<file path="config.mk">
export PLATFORM = sky130hd
export DESIGN_NAME = bus_master_ctrl
export DESIGN_NICKNAME = d
export VERILOG_FILES = /design/src/rtl/bus_master_ctrl.sv
export SDC_FILE = /design/constraint.sdc
export NUM_CORES = 1
export LEC_CHECK = 0
export BUFFER_PORTS_ARGS = -buffer_cell sky130_fd_sc_hd__buf_2
export CORE_MARGIN = 1.5
export CORE_UTILIZATION = 50
export DETAILED_ROUTE_END_ITERATION = 8
export GPL_TIMING_DRIVEN = 0
export PLACE_DENSITY = 0.93
export SYNTH_ARGS = -nofsm -noshare
export SYNTH_HDL_FRONTEND = slang
export SYNTH_SLANG_ARGS = --single-unit
</file>
<file path="constraint.sdc">
create_clock -name clk -period 3.45 [get_ports clk]
set_input_delay 0.1725 -clock clk [delete_from_list [all_inputs] [get_ports clk]]
set_output_delay 0.1725 -clock clk [all_outputs]
set_load 0.01 [all_outputs]
</file>
<file path="src/rtl/bus_master_ctrl.sv">
// bus_master_ctrl: master-side bus interface controller.
// It takes single read/write requests from a master core, requests the bus
// from the split-capable arbiter, runs the address and data phases against
// the selected slave, and handles split release/resume.
//
// Optional feature: define BMC_TIMEOUT_EN to abort a transfer (rsp_err=1)
// that has waited TIMEOUT_CYC cycles in REQ or SPLIT.
//
// Ports:
//   clk, rst                  clock, asynchronous active-high reset
//   req_valid/req_ready       core request handshake
//   req_write/addr/wdata      core request payload
//   rsp_valid/rdata/err       one-cycle completion pulse, read data, abort flag
//   breq/bgrant               arbiter request/grant
//   msplit/split_grant        arbiter split notification and resume
//   mvalid/mwrite/maddr/mwdata bus transfer outputs
//   sready/srdata             selected slave ready and read data
//   split_cnt                 saturating count of split events
module bus_master_ctrl #(
    parameter int ADDR_W      = 16,
    parameter int DATA_W      = 8,
    parameter int TIMEOUT_CYC = 16
) (
    input  logic              clk,
    input  logic              rst,
    input  logic              req_valid,
    output logic              req_ready,
    input  logic              req_write,
    input  logic [ADDR_W-1:0] req_addr,
    input  logic [DATA_W-1:0] req_wdata,
    output logic              rsp_valid,
    output logic [DATA_W-1:0] rsp_rdata,
    output logic              rsp_err,
    output logic              breq,
    input  logic              bgrant,
    input  logic              msplit,
    input  logic              split_grant,
    output logic              mvalid,
    output logic              mwrite,
    output logic [ADDR_W-1:0] maddr,
    output logic [DATA_W-1:0] mwdata,
    input  logic              sready,
    input  logic [DATA_W-1:0] srdata,
    output logic [7:0]        split_cnt
);

    typedef enum logic [2:0] {
        S_IDLE,
        S_REQ,
        S_ADDR,
        S_DATA,
        S_SPLIT,
        S_DONE
    } state_t;

    state_t state, state_nxt;

    logic              write_q;
    logic [ADDR_W-1:0] addr_q;
    logic [DATA_W-1:0] wdata_q;
    logic [DATA_W-1:0] rdata_q;
    logic [7:0]        split_q;

    logic accept;
    logic data_done;
    logic split_hit;
    logic wait_expired;

    // Next-state logic
    always_comb begin
        state_nxt = state;
        accept    = 1'b0;
        data_done = 1'b0;
        split_hit = 1'b0;
        case (state)
            S_IDLE: begin
                if (req_valid) begin
                    accept    = 1'b1;
                    state_nxt = S_REQ;
                end
            end
            S_REQ: begin
                if (bgrant)
                    state_nxt = S_ADDR;
                else if (wait_expired)
                    state_nxt = S_DONE;
            end
            S_ADDR: state_nxt = S_DATA;
            S_DATA: begin
                if (msplit) begin
                    split_hit = 1'b1;
                    state_nxt = S_SPLIT;
                end else if (!bgrant) begin
                    // Grant lost: the address phase is restarted from REQ.
                    state_nxt = S_REQ;
                end else if (sready) begin
                    data_done = 1'b1;
                    state_nxt = S_DONE;
                end
            end
            S_SPLIT: begin
                // Resume straight into DATA; the slave retains the address.
                if (split_grant && bgrant)
                    state_nxt = S_DATA;
                else if (wait_expired)
                    state_nxt = S_DONE;
            end
            S_DONE:  state_nxt = S_IDLE;
            default: state_nxt = S_IDLE;
        endcase
    end

    always_ff @(posedge clk or posedge rst) begin
        if (rst)
            state <= S_IDLE;
        else
            state <= state_nxt;
    end

    // Request latches, read data capture and split counter
    always_ff @(posedge clk or posedge rst) begin
        if (rst) begin
            write_q <= 1'b0;
            addr_q  <= '0;
            wdata_q <= '0;
            rdata_q <= '0;
            split_q <= '0;
        end else begin
            if (accept) begin
                write_q <= req_write;
                addr_q  <= req_addr;
                wdata_q <= req_wdata;
            end
            if (data_done && !write_q)
                rdata_q <= srdata;
            if (split_hit && split_q != 8'hFF)
                split_q <= split_q + 8'd1;
        end
    end

`ifdef BMC_TIMEOUT_EN
    localparam int CNT_W = $clog2(TIMEOUT_CYC + 1);

    logic [CNT_W-1:0] wait_cnt;
    logic             err_q;

    // Counts only while staying in REQ/SPLIT, so it is zero on every entry.
    always_ff @(posedge clk or posedge rst) begin
        if (rst)
            wait_cnt <= '0;
        else if ((state == S_REQ || state == S_SPLIT) && state_nxt == state)
            wait_cnt <= wait_cnt + 1'b1;
        else
            wait_cnt <= '0;
    end

    assign wait_expired = (wait_cnt == CNT_W'(TIMEOUT_CYC - 1));

    // DONE reached from anywhere but DATA can only be a timeout abort.
    always_ff @(posedge clk or posedge rst) begin
        if (rst)
            err_q <= 1'b0;
        else if (accept)
            err_q <= 1'b0;
        else if (state_nxt == S_DONE && state != S_DATA)
            err_q <= 1'b1;
    end

    assign rsp_err = (state == S_DONE) && err_q;
`else
    // TIMEOUT_CYC is a non-negative count, so this folds to 0: no timeout.
    assign wait_expired = (TIMEOUT_CYC < 0);
    assign rsp_err      = 1'b0;
`endif

    // Outputs decode directly from the state register and the latches.
    assign req_ready = (state == S_IDLE);
    assign breq      = (state == S_REQ) || (state == S_ADDR) || (state == S_DATA);
    assign mvalid    = (state == S_ADDR) || (state == S_DATA);
    assign rsp_valid = (state == S_DONE);
    assign mwrite    = write_q;
    assign maddr     = addr_q;
    assign mwdata    = wdata_q;
    assign rsp_rdata = rdata_q;
    assign split_cnt = split_q;

endmodule

</file>
==> results.py, run 1 <==
metrics = {
    "status": {
        "status": "finished, final reports clean",
    },
    "global_routing": {
        "grt_usage_pct": 19.1,
        "grt_pass1_wl_microns": 6200,
        "antenna_found_initial": 0,
        "grt_pass1_vias": 1466,
        "grt_start_max_net_pins": 45,
        "grt_overflow": 0,
    },
    "detailed_routing": {
        "via_per_inst": 5.12,
        "ant_nets": 0,
        "drt_first_pass_iters": 4,
        "drt-initial-drc-count": 56,
        "wl_per_cell_microns": 13.5,
        "totalWireLength_microns": 3790,
        "route.vias.total": 1438,
        "drc": 0,
    },
    "setup_path": {
        "cpLargestDelayFamily": "simple AND/OR/NAND/NOR gates",
        "crit_required_ps": 3620,
        "arrival_ps": 1980,
        "crit_path_max_fanout": 10,
        "slowest_delay_ps": 580,
        "cp-start-kind": "flop",
        "crit_chain": "buf_6 -> nand3b_4 -> nor4b_4 -> mux2_2",
        "cp_slowest_cell": "nor4b_4",
        "critPathBufInv": 1,
        "worst_setup_path_end_kind": "flop",
        "critical_path_class": "flop to flop",
    },
    "layout": {
        "synthToLayoutAreaGrowth_pct": 29.8,
        "mostFrequentLayoutCell": "buf_2",
        "final_core_util_pct": 67.8,
        "layout.nets": 273,
        "drive_above_1_share_pct": 59.2,
        "final_cell_mix": "buf_2, dfrtp_1, mux2_2",
        "stdcell_count": 281,
        "insertedDiodeCount": 0,
        "finalInstanceArea_sq_um": 2500,
    },
    "yosys": {
        "syn_avg_cell_area_sq_um": 13.7,
        "synth_compound_area_share_pct": 4.29,
        "seq_area_frac_synth_pct": 57.1,
        "yosys.cell_types.count": 33,
        "synth_top_area_cell": "dfrtp_1",
        "ys_warn_count": 0,
        "synth_area_leaders": "dfrtp_1, mux2_2, buf_4",
        "synth_simple_gate_area_share_pct": 10.6,
        "synth-adder-area-share_pct": 0.649,
        "synthMuxAreaShare_pct": 22.1,
        "synth_top_family_by_area": "multiplexers",
        "netlist_area_sq_um": 1930,
        "syn_inst": 141,
        "synthXorXnorAreaFrac_pct": 1.36,
        "synthDominantCellAreaShare_pct": 57.1,
        "synth-seq-cells": 44,
        "syn-num-nets": 182,
    },
    "clock_network": {
        "tritoncts": "yes",
        "path_clk_slew_ps": 80,
        "clk_latency_ps": 280,
        "clkSinkCount": 44,
        "clockBufferDepth": 2,
        "hold_buffers": 0,
        "cts_resized": 0,
        "postCtsSetupBuffers": 0,
        "htreeDepth": 2,
        "root_buffer": "clkbuf_8",
        "cts_buffers": 5,
    },
    "timing": {
        "final.setup.tns_ps": 0,
        "slew_viol_final": 0,
        "final_hold_viol_count": 0,
        "worst_pin_slew_ps": 865,
        "fin_crit_sh_pct": 52.5,
        "finalWorstSetupSlack_ps": 1640,
        "rsz0062_at_grt": "no",
        "clock-skew-final_ps": 1.34,
        "post-route-min-period_ps": 1810,
        "fmax_mhz": 552,
        "setup_viol": 0,
        "hold-worst-slack_ps": 76.2,
        "slew_headroom_pct": 42.2,
    },
    "power": {
        "power.density_nw_per_um2": 830,
        "power_mw": 2.08,
        "peakVddDrop_v": 0.000466,
        "leakagePower_nw": 1.26,
    },
    "placement": {
        "place.gp.congestion": 0.821,
        "dp_cells": 273,
        "dpl-instance-area_sq_um": 2410,
        "port_buffers": 84,
        "hpwlAfterDp_microns": 2900,
        "place_ws_ps": 1600,
    },
    "die": {
        "start_util_pct": 52.2,
        "dieArea_sq_um": 4240,
        "die_w_microns": 65.1,
        "core_area_sq_um": 3690,
        "io_pins": 86,
        "fp.dieH_microns": 65.1,
        "num_rows": 22,
    },
    "hold_path": {
        "min_path_type": "primary input to asynchronous set/reset pin",
    },
    "job": {
        "max_cap_viol_count": 0,
    },
}
-- sequential cells by signal (all words and copies together), names as in the netlist --
signal	flops
split_cnt	8
state	3
rsp_rdata	8
maddr	16
mwdata	8
mwrite	1
-- cell usage after synthesis --
library cell,count
conb_1,1
a2bb2oi_1,1
nand2b_1,1
and3_1,1
xnor2_1,1
o31a_1,1
buf_4,5
nand3b_4,1
nor3_1,3
and2b_1,1
and4_1,1
nor4b_4,1
nor2_1,6
nand3_1,5
buf_6,2
o21ai_0,3
mux2_2,36
mux2i_1,2
a211oi_1,3
o211ai_1,1
and2_1,1
nor2b_1,1
nand4b_1,1
a21o_1,2
xor2_1,2
a21oi_1,1
ha_1,1
nand4_1,1
dfrtp_1,44
nor4_1,2
or4b_2,1
nand2_1,5
inv_1,3
-- report_power, final --
group          switching [mW]  leakage [nW]  internal, mW
Sequential              0.126         0.536         0.742
Combinational           0.422         0.676         0.466
Clock                   0.157        0.0445         0.163
Total                   0.705          1.26          1.37
-- layer usage --
| layer | GRT usage, % | vias to the layer above | part of all wire, % |
|---|---|---|---|
| li1 | - | 679 | - |
| met1 | 22.6 | 699 | 42 |
| met2 | 35.1 | 60 | 52 |
| met3 | 4.17 | 0 | 5.6 |
| met4 | 4.95 | 0 | 0 |
| met5 | 0 | - | 0 |
-- worst reg2reg max path, stage by stage (launching register included) --
cell and delay (ps):
dfrtp_1 400, buf_6 140, nand3b_4 170, nor4b_4 580, mux2_2 410
-- worst paths after layout --
check	from	to	slack [ps]	cells past startpoint
setup / recovery	state[2]$_DFFE_PP0P_	rsp_rdata[5]$_DFFE_PP0P_	1640	4
hold / removal	rst	rsp_rdata[7]$_DFFE_PP0P_	80	2
setup reg to reg	state[2]$_DFFE_PP0P_	rsp_rdata[5]$_DFFE_PP0P_	1640	4
hold reg to reg	maddr[11]$_DFFE_PP0P_	maddr[11]$_DFFE_PP0P_	500	1
max in group asynchronous	rst	maddr[8]$_DFFE_PP0P_	2840	2
min in group clk	srdata[7]	rsp_rdata[7]$_DFFE_PP0P_	120	2
-- kinds of logic after synthesis --
logic type                 count (synthesis)
DFF                                       44
muxes                                     38
and+or+nand+nor                           32
AOI/OAI and AO/OA                         12
buffers and inverters                     10
xor gates and xnor gates                   3
adders and majority gates                  1
other                                      1
-- area by class of cell --
type,count,area [sq um]
flip-flops and latches,44,1100
clock inverters,1,7.51
well taps,48,60.1
multi-input cells,87,754
inverters,3,11.3
repair buffers,84,420
fillers,292,1190
clock buffers,7,86.3
plain buffers,7,60.1
Power figures use the tool's default switching activity.
==> inputs of run 2 (changes only) <==
CORE_UTILIZATION = 42   (was 50)
PLACE_DENSITY = 0.84   (was 0.93)
clock period = 1.64 ns   (was 3.45 ns; I/O delays follow)
==> results.py, run 2 (synthesis gave the netlist of run 1 again) <==
metrics = {
    "clock_network": {
        "clkSinkCount": 44,
        "root_buffer": "clkbuf_8",
        "path_clk_slew_ps": 80,
        "cts_buffers": 5,
        "hold_buffers": 0,
        "clockBufferDepth": 2,
        "htreeDepth": 2,
        "tritoncts": "yes",
        "clk_latency_ps": 290,
    },
    "global_routing": {
        "grt_overflow": 0,
        "antenna_found_initial": 0,
        "grt_pass1_wl_microns": 6160,
        "grt_start_max_net_pins": 45,
        "grt_pass1_vias": 1401,
        "grt_usage_pct": 15.4,
    },
    "setup_path": {
        "crit_path_max_fanout": 5,
        "critPathBufInv": 1,
        "cp-start-kind": "flop",
        "cp_slowest_cell": "dfrtp_1",
        "r2r_end": "split_cnt[7]$_DFFE_PP0P_",
        "crit_chain": "buf_6 -> nand4b_1 -> nor4_1 -> mux2_2",
        "reg2reg_from": "state[2]$_DFFE_PP0P_",
        "cpLargestDelayFamily": "simple AND/OR/NAND/NOR gates",
        "critical_path_class": "flop to flop",
        "worst_setup_path_end_kind": "flop",
        "crit_required_ps": 1820,
        "rr_worst_depth": 4,
        "r2r_slack_ps": 20,
        "slowest_delay_ps": 420,
        "arrival_ps": 1800,
    },
    "timing": {
        "rsz0062_at_grt": "yes",
        "clock-skew-final_ps": 5.46,
        "slew_headroom_pct": 40.3,
        "fin_crit_sh_pct": 98.6,
        "post-route-min-period_ps": 1620,
        "slew_viol_final": 0,
        "final_hold_viol_count": 44,
        "worst_pin_slew_ps": 895,
        "hold-worst-slack_ps": -25.6,
        "fmax_mhz": 618,
        "setup_viol": 0,
    },
    "layout": {
        "finalInstanceArea_sq_um": 2670,
        "synthToLayoutAreaGrowth_pct": 38.7,
        "largest_reg_flops": 16,
        "layout.nets": 282,
        "mostFrequentLayoutCell": "buf_2",
        "final_cell_mix": "buf_2, dfrtp_1, mux2_2",
        "drive_above_1_share_pct": 62.4,
        "insertedDiodeCount": 0,
    },
    "detailed_routing": {
        "ant_nets": 0,
        "totalWireLength_microns": 4010,
        "drc": 0,
        "route.vias.total": 1463,
        "wl_per_cell_microns": 13.6,
        "drt_first_pass_iters": 4,
        "drt-initial-drc-count": 39,
        "via_per_inst": 4.98,
    },
    "power": {
        "leakagePower_nw": 1.34,
        "p_sw_share_pct": 33.2,
        "seqPwrFrac_pct": 39.0,
        "power.density_nw_per_um2": 1770,
        "peakVddDrop_v": 0.000953,
        "switching_power_mw": 1.57,
        "comb_power_share_pct": 43.8,
        "p_int_mw": 3.15,
        "clkPwrFrac_pct": 17.3,
    },
    "hold_path": {
        "min_path_type": "primary input to asynchronous set/reset pin",
    },
    "die": {
        "io_pins": 86,
        "fp.dieH_microns": 70.7,
        "num_rows": 24,
        "dieArea_sq_um": 5000,
        "core_area_sq_um": 4380,
        "die_w_microns": 70.7,
        "start_util_pct": 43.9,
    },
    "placement": {
        "dpl-instance-area_sq_um": 2420,
        "port_buffers": 84,
        "hpwlAfterDp_microns": 2760,
        "place.gp.congestion": 0.838,
    },
    "job": {
        "max_cap_viol_count": 0,
    },
    "status": {
        "status": "finished, violations left",
        "failed_checks": "negative hold slack",
    },
}
## run 2: cell count changes in the layout (fill, tap and decap cells not counted), moves of 2 or more
cell,before,now
mux2_2,36,28
mux2_4,0,8
buf_4,5,11
buf_8,0,2
## run 2: final cells by class
type	count	area, sq um
fillers	359	1710
flip-flops and latches	44	1100
multi-input cells	87	803
repair buffers	94	517
clock buffers	5	68.8
well taps	52	65.1
plain buffers	6	63.8
clock inverters	3	42.5
inverters	3	11.3
## run 2: stage by stage
stage | setup TNS (ps) | setup WS [ps] | instances | power, mW | util, %
finish | 0 | 22.4 | 294 | 4.72 | 61.0
global route | -113 | -28.4 | 294 | 5.02 | 61.0
CTS | 0 | 16.5 | 289 | 4.63 | 58.8
detailed placement | -2150 | -204 | 277 | 3.75 | 55.3
global placement | -2100 | -173 | 277 | 3.67 | 55.3
floorplan | -82.0 | -10.2 | 141 | 3.04 | -
## run 2: power groups by stage
stage / Clock (mW) / Combinational, mW / Sequential, mW
2_1_floorplan: 0 / 0.983 / 2.06
3_3_place_gp: 0 / 1.85 / 1.82
3_5_place_dp: 0 / 1.89 / 1.86
4_1_cts: 0.847 / 1.94 / 1.84
5_1_grt: 0.878 / 2.23 / 1.90
6_report: 0.816 / 2.07 / 1.84
## run 2: repair_timing
action / in CTS / in global routing
pin swaps: 1 / 2
buffers inserted: 4 / 5
resized for setup: 4 / 11
setup endpoints to repair: 24 / 34
cloned: 0 / 1
## run 2: how the worst max path moves through the flow
stage | from | cells after the start | to
5_1_grt | state[1]$_DFFE_PP0P_ | 4 | split_cnt[7]$_DFFE_PP0P_
3_3_place_gp | state[2]$_DFFE_PP0P_ | 4 | rsp_rdata[6]$_DFFE_PP0P_
2_1_floorplan | state[2]$_DFFE_PP0P_ | 4 | rsp_rdata[0]$_DFFE_PP0P_
6_report | state[2]$_DFFE_PP0P_ | 4 | split_cnt[7]$_DFFE_PP0P_
3_5_place_dp | state[2]$_DFFE_PP0P_ | 4 | rsp_rdata[3]$_DFFE_PP0P_
4_1_cts | state[2]$_DFFE_PP0P_ | 5 | rsp_rdata[3]$_DFFE_PP0P_
## run 2: routing by layer
layer,vias up,global-route usage [%],routed length [microns]
met5,-,0,0
met1,694,20.0,1770
met3,8,5.13,302
li1,698,-,-
met4,0,4.40,59
met2,63,24.9,1870
==> inputs of run 3 (changes only) <==
--- a/config.mk
+++ b/config.mk
@@ -8,2 +8,3 @@
 export BUFFER_PORTS_ARGS = -buffer_cell sky130_fd_sc_hd__buf_2
+export CORE_ASPECT_RATIO = 0.8
 export CORE_MARGIN = 1.5
--- a/constraint.sdc
+++ b/constraint.sdc
@@ -3,2 +3,2 @@
 set_output_delay 0.082 -clock clk [all_outputs]
-set_load 0.01 [all_outputs]
+set_load 0.05 [all_outputs]
==> results.py, run 3 (synthesis gave the netlist of run 1 again) <==
metrics = {
    "setup_path": {
        "arrival_ps": 1760,
        "crit_chain": "buf_6 -> nand3b_4 -> nor4b_4 -> buf_6 -> mux2_2",
        "critPathBufInv": 2,
        "cp_slowest_cell": "dfrtp_2",
        "crit_required_ps": 1820,
        "cpLargestDelayFamily": "flip-flops",
        "crit_path_frequent_cell": "buf_6",
        "cp-start-kind": "flop",
        "critical_path_class": "flop to flop",
        "slowest_delay_ps": 440,
        "crit_path_max_fanout": 8,
        "worst_setup_path_end_kind": "flop",
    },
    "timing": {
        "worst_pin_slew_ps": 892,
        "post-route-min-period_ps": 1580,
        "final_hold_viol_count": 30,
        "fmax_mhz": 633,
        "rsz0062_at_grt": "yes",
        "hold-worst-slack_ps": -16.4,
        "setup_viol": 0,
        "slew_viol_final": 0,
        "fin_crit_sh_pct": 96.3,
        "slew_headroom_pct": 40.5,
        "finalWorstSetupSlack_ps": 60.2,
        "clock-skew-final_ps": 6.05,
    },
    "die": {
        "core_area_sq_um": 4280,
        "io_pins": 86,
        "num_rows": 21,
        "start_util_pct": 45.0,
        "dieArea_sq_um": 5010,
        "die_w_microns": 78.7,
        "fp.dieH_microns": 63.6,
    },
    "status": {
        "status": "finished, violations left",
        "failed_checks": "negative hold slack",
    },
    "clock_network": {
        "cts_buffers": 5,
        "htreeDepth": 2,
        "path_clk_slew_ps": 80,
        "hold_buffers": 0,
        "clk_latency_ps": 290,
        "clockBufferDepth": 2,
        "clkSinkCount": 44,
        "tritoncts": "yes",
        "root_buffer": "clkbuf_8",
    },
    "layout": {
        "mostFrequentLayoutCell": "buf_2",
        "fillerInstances": 350,
        "insertedDiodeCount": 0,
        "layout.nets": 279,
        "final_core_util_pct": 62.5,
        "synthToLayoutAreaGrowth_pct": 38.9,
        "final_cell_mix": "buf_2, dfrtp_1, mux2_4",
        "drive_above_1_share_pct": 61.8,
        "stdcell_count": 295,
        "largest_reg_flops": 16,
    },
    "job": {
        "max_cap_viol_count": 0,
    },
    "power": {
        "power_mw": 6.36,
        "leakagePower_nw": 1.37,
        "power.density_nw_per_um2": 2380,
        "peakVddDrop_v": 0.00114,
    },
    "global_routing": {
        "antenna_found_initial": 0,
        "grt_overflow": 0,
        "grt_pass1_vias": 1398,
        "grt_usage_pct": 17.4,
        "grt_start_max_net_pins": 45,
        "grt_pass1_wl_microns": 6730,
    },
    "detailed_routing": {
        "wl_per_cell_microns": 13.7,
        "route.vias.total": 1418,
        "drt_first_pass_iters": 4,
        "ant_nets": 0,
        "drt-initial-drc-count": 37,
        "drc": 0,
        "totalWireLength_microns": 4030,
        "via_per_inst": 4.81,
    },
    "placement": {
        "place.gp.congestion": 0.791,
        "hpwlAfterDp_microns": 2960,
        "port_buffers": 84,
        "dp_cells": 282,
        "place_ws_ps": -162,
    },
    "hold_path": {
        "min_path_type": "primary input to asynchronous set/reset pin",
    },
}
[run 3: cell types whose count changed in the layout (fill, tap and decap cells not counted), sizes merged]
| cell | previous run | this run |
|---|---|---|
| buf | 99 | 97 |
| clkinv | 1 | 0 |
| clkinvlp | 1 | 0 |
[run 3: timing repair]
action / in CTS / in global routing
setup endpoints to repair: 10 / 9
gates resized for setup: 0 / 2
gates cloned: 0 / 1
pin swaps: 1 / 1
buffers inserted: 3 / 2
hold endpoints to repair: 0 / 0
[run 3: layer usage]
layer  share of wire [%]  wire length, microns  track usage (%)  vias up
li1                    -                     -                -      694
met1                  46                  1870             23.6      685
met2                  49                  1980             28.1       37
met3                 3.8                   154             3.48        2
met4                0.72                    29             5.36        0
met5                   0                     0                0        -
[run 3: metrics by stage]
stage | setup TNS (ps) | instance area (sq um)
finish | 0 | 2680
global route | -138 | 2680
CTS | 0 | 2650
detailed placement | -1410 | 2530
global placement | -2060 | 2530
floorplan | -4800 | 2030
[run 3: power by group]
group / switching [mW] / internal [mW] / leakage [nW]
Sequential: 0.304 / 1.57 / 0.533
Clock: 0.342 / 0.447 / 0.0513
Combinational: 2.47 / 1.23 / 0.781
Total: 3.11 / 3.25 / 1.37
[run 3: final timing paths]
kind / start / slack, ps / end / depth (start not counted)
min: rst / -20 / mwdata[0]$_DFFE_PP0P_ / 2
max in group asynchronous: rst / 1040 / split_cnt[1]$_DFFE_PP0P_ / 2
min in group clk: srdata[3] / 20 / rsp_rdata[3]$_DFFE_PP0P_ / 2
max reg2reg: state[2]$_DFFE_PP0P_ / 60 / rsp_rdata[4]$_DFFE_PP0P_ / 5
min reg2reg: maddr[3]$_DFFE_PP0P_ / 500 / maddr[3]$_DFFE_PP0P_ / 1
max: state[2]$_DFFE_PP0P_ / 60 / rsp_rdata[4]$_DFFE_PP0P_ / 5
[run 3: worst register-to-register path: cells and delay by family, from the launching register on]
kind                   cells  cell delay (ps)
muxes                      1              340
buffers and inverters      2              310
and+or+nand+nor            2              390
DFF                        1              440
[run 3: final cells by class]
type / count / area [sq um] / area share [%]
Inverter: 3 / 11.3 / 0.421
Sequential cell: 44 / 1100 / 41.3
Clock buffer: 6 / 72.6 / 2.71
Clock inverter: 1 / 30.0 / 1.12
Multi-Input combinational cell: 87 / 841 / 31.4
Tap cell: 57 / 71.3 / 2.66
Buffer: 7 / 78.8 / 2.95
Timing Repair Buffer: 90 / 467 / 17.4
